[src/rtl/pwm_duty_arbiter_if.sv]
// pwm_duty_arbiter_if: requester valid/ready bus into the PWM duty arbiter
interface pwm_duty_arbiter_if #(
  parameter int N_REQ = 2,
  parameter int DUTY_W = 2
);
  logic [N_REQ-1:0] req_valid;
  logic [N_REQ*DUTY_W-1:0] req_duty;
  logic [N_REQ-1:0] req_stop;
  logic [N_REQ-1:0] req_ready;
  modport master(output req_valid, req_duty, req_stop, input req_ready);
  modport slave(input req_valid, req_duty, req_stop, output req_ready);
endinterface

[src/rtl/pwm_duty_arbiter.sv]
// pwm_duty_arbiter: round-robin enable/duty updates applied only on PWM period boundaries
module pwm_duty_arbiter #(
  parameter int N_REQ = 2,
  parameter int DUTY_W = 2,
  parameter int PERIOD = 10
) (
  input  logic clk,
  input  logic reset,
  pwm_duty_arbiter_if.slave bus,
  output logic pwm_en,
  output logic [DUTY_W-1:0] pwm_duty,
  output logic period_start,
  output logic busy,
  output logic [N_REQ-1:0] last_grant
);
  localparam int PW = $clog2(N_REQ);
  localparam int HW = $clog2(PERIOD);
  typedef enum logic [1:0] {IDLE, RUN, PEND} state_t;
  state_t state;
  logic [HW-1:0] phase, phase_n;
  logic [PW-1:0] ptr, gi, idx;
  logic gnt, g_stop, sh_stop, wrap, app, app_stop, en_n;
  logic [DUTY_W-1:0] g_duty, sh_duty, app_duty;
  logic [N_REQ-1:0] ready, sh_own, app_own;
  always_comb begin
    gi = '0;
    idx = '0;
    gnt = 1'b0;
    g_duty = '0;
    for (int k = N_REQ - 1; k >= 0; k--) begin
      idx = PW'((int'(ptr) + k) % N_REQ);
      if (bus.req_valid[idx]) begin
        gi = idx;
        gnt = state != PEND;
      end
    end
    for (int i = 0; i < N_REQ; i++)
      if (gi == PW'(i)) g_duty = bus.req_duty[i*DUTY_W +: DUTY_W];
    ready = gnt ? N_REQ'(1) << gi : '0;
  end
  assign bus.req_ready = ready;
  assign g_stop = bus.req_stop[gi];
  assign wrap = phase == HW'(PERIOD - 1);
  // Updates land only at the wrap, either from the shadow or a grant taken on the last phase
  assign app = wrap && (state == PEND || (state == RUN && gnt));
  assign app_stop = state == PEND ? sh_stop : g_stop;
  assign app_duty = state == PEND ? sh_duty : g_duty;
  assign app_own = state == PEND ? sh_own : ready;
  assign phase_n = (state == IDLE || wrap) ? '0 : phase + HW'(1);
  assign en_n = state == IDLE ? gnt && !g_stop : !(app && app_stop);
  assign busy = state == PEND;
  always_ff @(posedge clk) begin
    if (reset) begin
      state <= IDLE;
      phase <= '0;
      ptr <= '0;
      sh_duty <= '0;
      sh_stop <= 1'b0;
      sh_own <= '0;
      pwm_en <= 1'b0;
      pwm_duty <= '0;
      period_start <= 1'b0;
      last_grant <= '0;
    end else begin
      phase <= phase_n;
      pwm_en <= en_n;
      period_start <= en_n && phase_n == '0;
      if (gnt) ptr <= PW'((int'(gi) + 1) % N_REQ);
      if (state == IDLE && gnt && !g_stop) begin
        state <= RUN;
        pwm_duty <= g_duty;
        last_grant <= ready;
      end else if (app) begin
        state <= app_stop ? IDLE : RUN;
        if (!app_stop) pwm_duty <= app_duty;
        last_grant <= app_own;
      end else if (state == RUN && gnt) begin
        state <= PEND;
        sh_duty <= g_duty;
        sh_stop <= g_stop;
        sh_own <= ready;
      end
    end
  end
endmodule

[src/flat_wrapper.sv]
// flat-port wrapper written by rule: the top's interface ports become plain ports
module pwm_duty_arbiter_flat 
#(
  parameter int N_REQ = 2,
  parameter int DUTY_W = 2,
  parameter int PERIOD = 10
)
  (clk, reset, pwm_en, pwm_duty, period_start, busy, last_grant, bus_req_valid, bus_req_duty, bus_req_stop, bus_req_ready);
  pwm_duty_arbiter_if #(.N_REQ(N_REQ), .DUTY_W(DUTY_W)) bus_i ();
  input  logic clk;
  input  logic reset;
  output logic pwm_en;
  output logic [DUTY_W-1:0] pwm_duty;
  output logic period_start;
  output logic busy;
  output logic [N_REQ-1:0] last_grant;
  input wire logic [$bits(bus_i.req_valid)-1:0] bus_req_valid;
  input wire logic [$bits(bus_i.req_duty)-1:0] bus_req_duty;
  input wire logic [$bits(bus_i.req_stop)-1:0] bus_req_stop;
  output wire logic [$bits(bus_i.req_ready)-1:0] bus_req_ready;
  assign bus_i.req_valid = bus_req_valid;
  assign bus_i.req_duty = bus_req_duty;
  assign bus_i.req_stop = bus_req_stop;
  assign bus_req_ready = bus_i.req_ready;
  pwm_duty_arbiter #(.N_REQ(N_REQ), .DUTY_W(DUTY_W), .PERIOD(PERIOD)) u_core (.clk(clk), .reset(reset), .bus(bus_i), .pwm_en(pwm_en), .pwm_duty(pwm_duty), .period_start(period_start), .busy(busy), .last_grant(last_grant));
endmodule
[config.mk]
export PLATFORM = sky130hd
export DESIGN_NAME = pwm_duty_arbiter_flat
export DESIGN_NICKNAME = d
export VERILOG_FILES = /design/src/rtl/pwm_duty_arbiter_if.sv /design/src/rtl/pwm_duty_arbiter.sv /design/src/flat_wrapper.sv
export SDC_FILE = /design/constraint.sdc
export NUM_CORES = 1
export LEC_CHECK = 0
export ABC_AREA = 0
export ABC_CLOCK_PERIOD_IN_PS = 2400
export CORE_ASPECT_RATIO = 1.1
export CORE_MARGIN = 5
export CORE_UTILIZATION = 25
export DETAILED_ROUTE_END_ITERATION = 7
export PLACE_DENSITY = 0.57
export SETUP_SLACK_MARGIN = 0.2
export SLEW_MARGIN = 25
export SYNTH_ARGS = -nofsm -noshare
export SYNTH_HDL_FRONTEND = slang
export SYNTH_SLANG_ARGS = --single-unit
[constraint.sdc]
create_clock -name clk -period 2.4 [get_ports clk]
set_clock_uncertainty 0.1 [all_clocks]
set_input_delay 0.48 -clock clk [delete_from_list [all_inputs] [get_ports clk]]
set_output_delay 0.48 -clock clk [all_outputs]
set_load 0.02 [all_outputs]
# --- Word level (Yosys, flattened, before mapping) ---
# Cells that the tools add are included.
word_totals:
  mem_bits_rw: 0
  romBits: 0
  latchBits: 0
  in_bits: 10
  wordCells: 70
  mem_count: 0
  register_bits: 18
op_classes:
  shift: 1
  reduce_logical: 19
  eq_ne: 5
  n_bitwise: 2
  mux: 26
  n_mul: 0
  magnitude_cmp: 3
  add_sub_neg: 3
  div_mod_pow: 0
op_table:
  columns: ["op", "count"]
  rows:
  - ["$mux 2", 11]
  - ["$mux 1", 14]
  - ["$logic_and 1x1->1", 7]
  - ["$lt 1x2->1 const B", 3]
  - ["$add 4x1->4 const B", 1]
  - ["$eq 4x4->1 const B", 1]
  - ["$logic_not 4->1", 1]
  - ["$mux 4", 1]
  - ["$ne 2x2->1 const B", 2]
  - ["$reduce_bool 2->1", 2]
  - ["$reduce_and 3->1", 1]
  - ["$reduce_bool 3->1", 1]
  - ["$add 1x1->1 const B", 2]
  - ["$eq 2x1->1 const B", 1]
  - ["$eq 2x2->1 const B", 1]
  - ["$logic_not 1->1", 2]
  - ["$logic_not 2->1", 1]
  - ["$logic_or 1x1->1", 2]
  - ["$not 1->1", 2]
  - ["$reduce_and 2->1", 1]
  - ["$reduce_or 2->1", 1]
  - ["$shl 1x1->2 const A", 1]

# --- Longest topological paths before layout ---
depth:
  depth_word: 12
  depth_mapped: 7
  ltp_nobuf: 7

# --- Least setup slack after synthesis ---
# No wires, ideal clock.
synth_timing:
  path_kind: "flip-flop to flip-flop"
  startpoint: "reg u_core.phase[0]"
  endpoint: "reg u_core.pwm_duty[0]"
  path_buffers: 0
  stages_incl_launch_ff: 7
  path_slack_ns: 0.745
  t_arrival_ns: 1.431
  synth_period_minus_slack_ns: 1.655
  t_required_ns: 2.177
  setup_ns: 0.123
  cell_sequence: "dfxtp_1 ha_1 nand3b_4 and2_4 o32ai_4 o21ai_2 mux2i_1"
synth_between:
  elab_chain_len: 4
synth_rtl:
  columns: ["element", "line_no", "source"]
  rows:
  - ["from (decl)", "pwm_duty_arbiter.sv:20", "logic [HW-1:0] phase, phase_n;"]
  - ["from (signal assigned)", "pwm_duty_arbiter.sv:65", "phase <= phase_n;"]
  - ["$eq 4x4->1", "pwm_duty_arbiter.sv:43", "assign wrap = phase == HW'(PERIOD - 1);"]
  - ["$logic_and 1x1->1", "pwm_duty_arbiter.sv:45", "assign app = wrap && (state == PEND || (state == RUN && gnt));"]
  - ["$reduce_bool 2->1 (no source line)", null, null]
  - ["$reduce_and 2->1 (no source line)", null, null]
  - ["to (signal assigned)", "pwm_duty_arbiter.sv:71", "pwm_duty <= g_duty;"]
  - ["to (signal assigned)", "pwm_duty_arbiter.sv:75", "if (!app_stop) pwm_duty <= app_duty;"]
  - ["to (decl)", "pwm_duty_arbiter.sv:11", "output logic [DUTY_W-1:0] pwm_duty,"]
# No other way between the ends.
# A chain may end at the register's enable or synchronous reset.

# --- Worst setup path in the final report ---
layout_timing:
  startpoint: "in bus_req_valid[1]"
  endpoint: "out bus_req_ready[0]"
layout_between:
  elab_chain_len: 6
  word_cells_on_any_way: 10
  classes_between: "1 x shift; 9 x mux"
layout_rtl:
  columns: ["element", "line_no", "source"]
  rows:
  - ["from (decl)", "flat_wrapper.sv:17", "input wire logic [$bits(bus_i.req_valid)-1:0] bus_req_valid;"]
  - ["$mux 1 (implied by the code) (2 in a row)", "pwm_duty_arbiter.sv:32", "if (bus.req_valid[idx]) begin"]
  - ["$mux 1 (2 in a row)", "pwm_duty_arbiter.sv:32", null]
  - ["$shl 1x1->2", "pwm_duty_arbiter.sv:39", "ready = gnt ? N_REQ'(1) << gi : '0;"]
  - ["$mux 2 (*)", "pwm_duty_arbiter.sv:39", null]
  - ["to (decl)", "flat_wrapper.sv:20", "output wire logic [$bits(bus_i.req_ready)-1:0] bus_req_ready;"]
# Every way passes the cells marked *; elsewhere a longest branch is shown, timed or not. The select of a mux whose other input is x is not followed.

==> qor.txt <==
Synth area leader: dfxtp_1
max cap viols: 0
I/O pins: 19
max-slew violation count: 0
Worst R2R Path Depth: 6
antenna violations before repair: 0
final core utilization: 0.347
wire per inst: 11.2 um
met3 usage: 0.0153
Setup-failing EPs final: 0
maximum clock path buffer count: 2
worst hold path class: flip-flop to flip-flop
Reg power frac: 0.456
core area: 3600 sq um
Die X: 67.9 um
most frequent cells in the layout: 23 x nor2_1, 17 x dfxtp_1, 15 x clkdlybuf4s50_1, 8 x nand2_1, 8 x buf_4
clock transition at the registers of the reported paths: 0.06 ns
Max Fanout on Critical Path: 3
Area Overhead vs Synth: 35.5%
Setup crit start: bus_req_valid[1]
PD cells: 608 nW/um^2
gr usage total: 0.0908
vias per cell: 4.47
Iter 0 DRT Violations: 43
GP Congestion: 0.720
Cells on Worst Hold Path: 1
Hold EP: u_core.phase[0]
Final #Nets: 146
port bufs: 18
Hold WS: 0.384 ns
Clk network pwr share: 0.270
Clock Latency Late Sink: 0.25 ns
first-pass GRT wire length: 3.48 mm
met2 Track Usage GR: 0.149
actual slew at the worst max-slew pin: 0.353 ns
Final min period: 2.12 ns
Slew HR: 0.765
via count: 814
status: complete, no violations
sw frac: 0.286
worst min-delay path startpoint: u_core.phase[0]
Reg area: 362 sq um
via count of the first global-routing pass: 853
global route hottest layer: met2
# fillers: 386
synthesized instance count: 105
Leakage: 0.538 nW
Net Count, Synth: 117
post-synth cell types: 31
post-synthesis sequential area ratio: 0.391
Net Sw Power: 217 uW
YS warnings: 0
clock root cell: clkbuf_8
grt total ovfl: 0
clock buffer count from CTS: 3
crit path capture type: output port
detailed placement HPWL: 1.62 mm
RSZ-0062 raised after global routing: false
antenna fix cells: 0
CP arrival: 1.54 ns
area of the multi-input gates: 527 sq um
Pre-antenna DRT Iters: 4
final worst slack: 0.284 ns
logic gate share of total power: 0.274
Setup Crit Path Kind: input pin to output port
largest net degree at the start of global routing: 16
# rows: 23
post-route antenna net violation count: 0
post-cts hold buffer count: 0
Worst R2R Start: u_core.phase[0]
Worst EP required: 1.82 ns
maximum vdd ir drop: 165 uV
Initial Utilization: 0.256
startpoint types: input pin
CTS tree: done
most common cell after layout, fill and taps aside: nor2_1
synthesized flop and latch total: 18
DRT Wirelength: 2.05 mm
Setup WS pre-CTS: 0.0198 ns
Overall Power: 758 uW
Highest Clock Rate: 0.473 GHz
die height: 73.7 um
clock sinks: 18
Mean Syn Cell Area: 8.77 sq um
Internal Power: 541 uW
area share of the largest cell type after synthesis: 0.391
Fin. Hold Viols: 0
synthesized cell area: 921 sq um
H-tree depth reported by CTS: 1
top cells by area, synth: dfxtp_1 39%, nor2_1 9.4%, mux2i_1 5.4%
GR Layer Usage met1: 0.109
reg2reg end: u_core.pwm_duty[0]
FF-to-FF setup slack: 0.59 ns
die area: 5000 sq um
post-route setup TNS: 0 ns
fraction of layout cells with a size suffix above 1: 0.152
final worst path period share: 0.882
Post-route DRC: 0
==> power groups by stage <==
stage          clock network, mW  registers [mW]  logic [mW]
2_1_floorplan                  0           0.366       0.111
3_3_place_gp                   0           0.352       0.209
3_5_place_dp                   0           0.352       0.213
4_1_cts                    0.214           0.346       0.210
5_1_grt                    0.225           0.349       0.228
6_report                   0.205           0.346       0.208
==> logic make-up (layout without fill, tap and decap cells) <==
family	after synthesis	after routing	share of synthesized area
muxes	5	5	0.0543
adders and majority gates	2	2	0.0272
and+or+nand+nor	48	48	0.250
xor gates and xnor gates	3	3	0.0285
buffers and inverters	7	34	0.0367
DFF	18	18	0.391
AOI/OAI and AO/OA	22	22	0.212
==> how the worst max path moves through the flow <==
| stage | slack, ns | to |
|---|---|---|
| CTS | 0.28 | bus_req_ready[0] |
| global route | 0.20 | bus_req_ready[1] |
| floorplan | 0.75 | u_core.pwm_duty[0] |
| global placement | 0.04 | bus_req_ready[1] |
| finish | 0.28 | bus_req_ready[0] |
| detailed placement | 0.02 | bus_req_ready[0] |
==> layer usage <==
layer	wire (um)	up-vias
met5	0	-
met4	45	0
met3	100	4
met2	909	19
met1	991	368
li1	-	423
==> flip-flops by register name, indices dropped and copies added (netlist names) <==
signal,flops
u_core.phase,4
u_core.last_grant,2
u_core.ptr,1
u_core.state,2
u_core.sh_duty,2
u_core.sh_stop,1
u_core.period_start,1
u_core.pwm_en,1
u_core.pwm_duty,2
u_core.sh_own,2
==> what timing repair did <==
| action | in CTS | in global routing |
|---|---|---|
| setup buffers | 0 | 0 |
| gates resized for setup | 4 | 0 |
| setup endpoints to repair | 3 | 0 |
==> worst max-delay path, stage by stage <==
cell,delay (ns)
clkdlybuf4s50_1,0.50
nand2_1,0.08
nand3_1,0.11
inv_1,0.05
dlygate4sd2_1,0.31
==> final cells by class <==
| class | instances | area share |
|---|---|---|
| Multi-Input combinational cell | 80 | 0.422 |
| Tap cell | 50 | 0.0502 |
| Clock buffer | 3 | 0.0331 |
| Inverter | 5 | 0.0150 |
| Sequential cell | 18 | 0.290 |
| Timing Repair Buffer | 26 | 0.190 |
==> cells in the mapped netlist, drive strengths merged <==
| cell | number |
|---|---|
| a311oi | 2 |
| o32ai | 1 |
| or3 | 1 |
| nor2 | 23 |
| nand3 | 4 |
| a21o | 1 |
| nor2b | 2 |
| clkbuf | 1 |
| buf | 1 |
| a31o | 1 |
| and2 | 1 |
| nand2b | 4 |
| a211o | 2 |
| a221oi | 2 |
| a31oi | 1 |
| nor3 | 3 |
| dfxtp | 18 |
| o31a | 1 |
| nand3b | 1 |
| inv | 5 |
| ha | 2 |
| nand2 | 8 |
| a211oi | 3 |
| a21oi | 4 |
| mux2i | 5 |
| and3 | 1 |
| xor2 | 1 |
| o21ba | 1 |
| o21ai | 3 |
| xnor2 | 2 |
==> stage by stage <==
step / cells / cell area, sq um
after floorplan: 105 / 921
after global placement: 179 / 1210
after detailed placement: 179 / 1210
after CTS: 182 / 1250
after global routing: 182 / 1250
final: 182 / 1250
(Power assumes the default switching activity.)
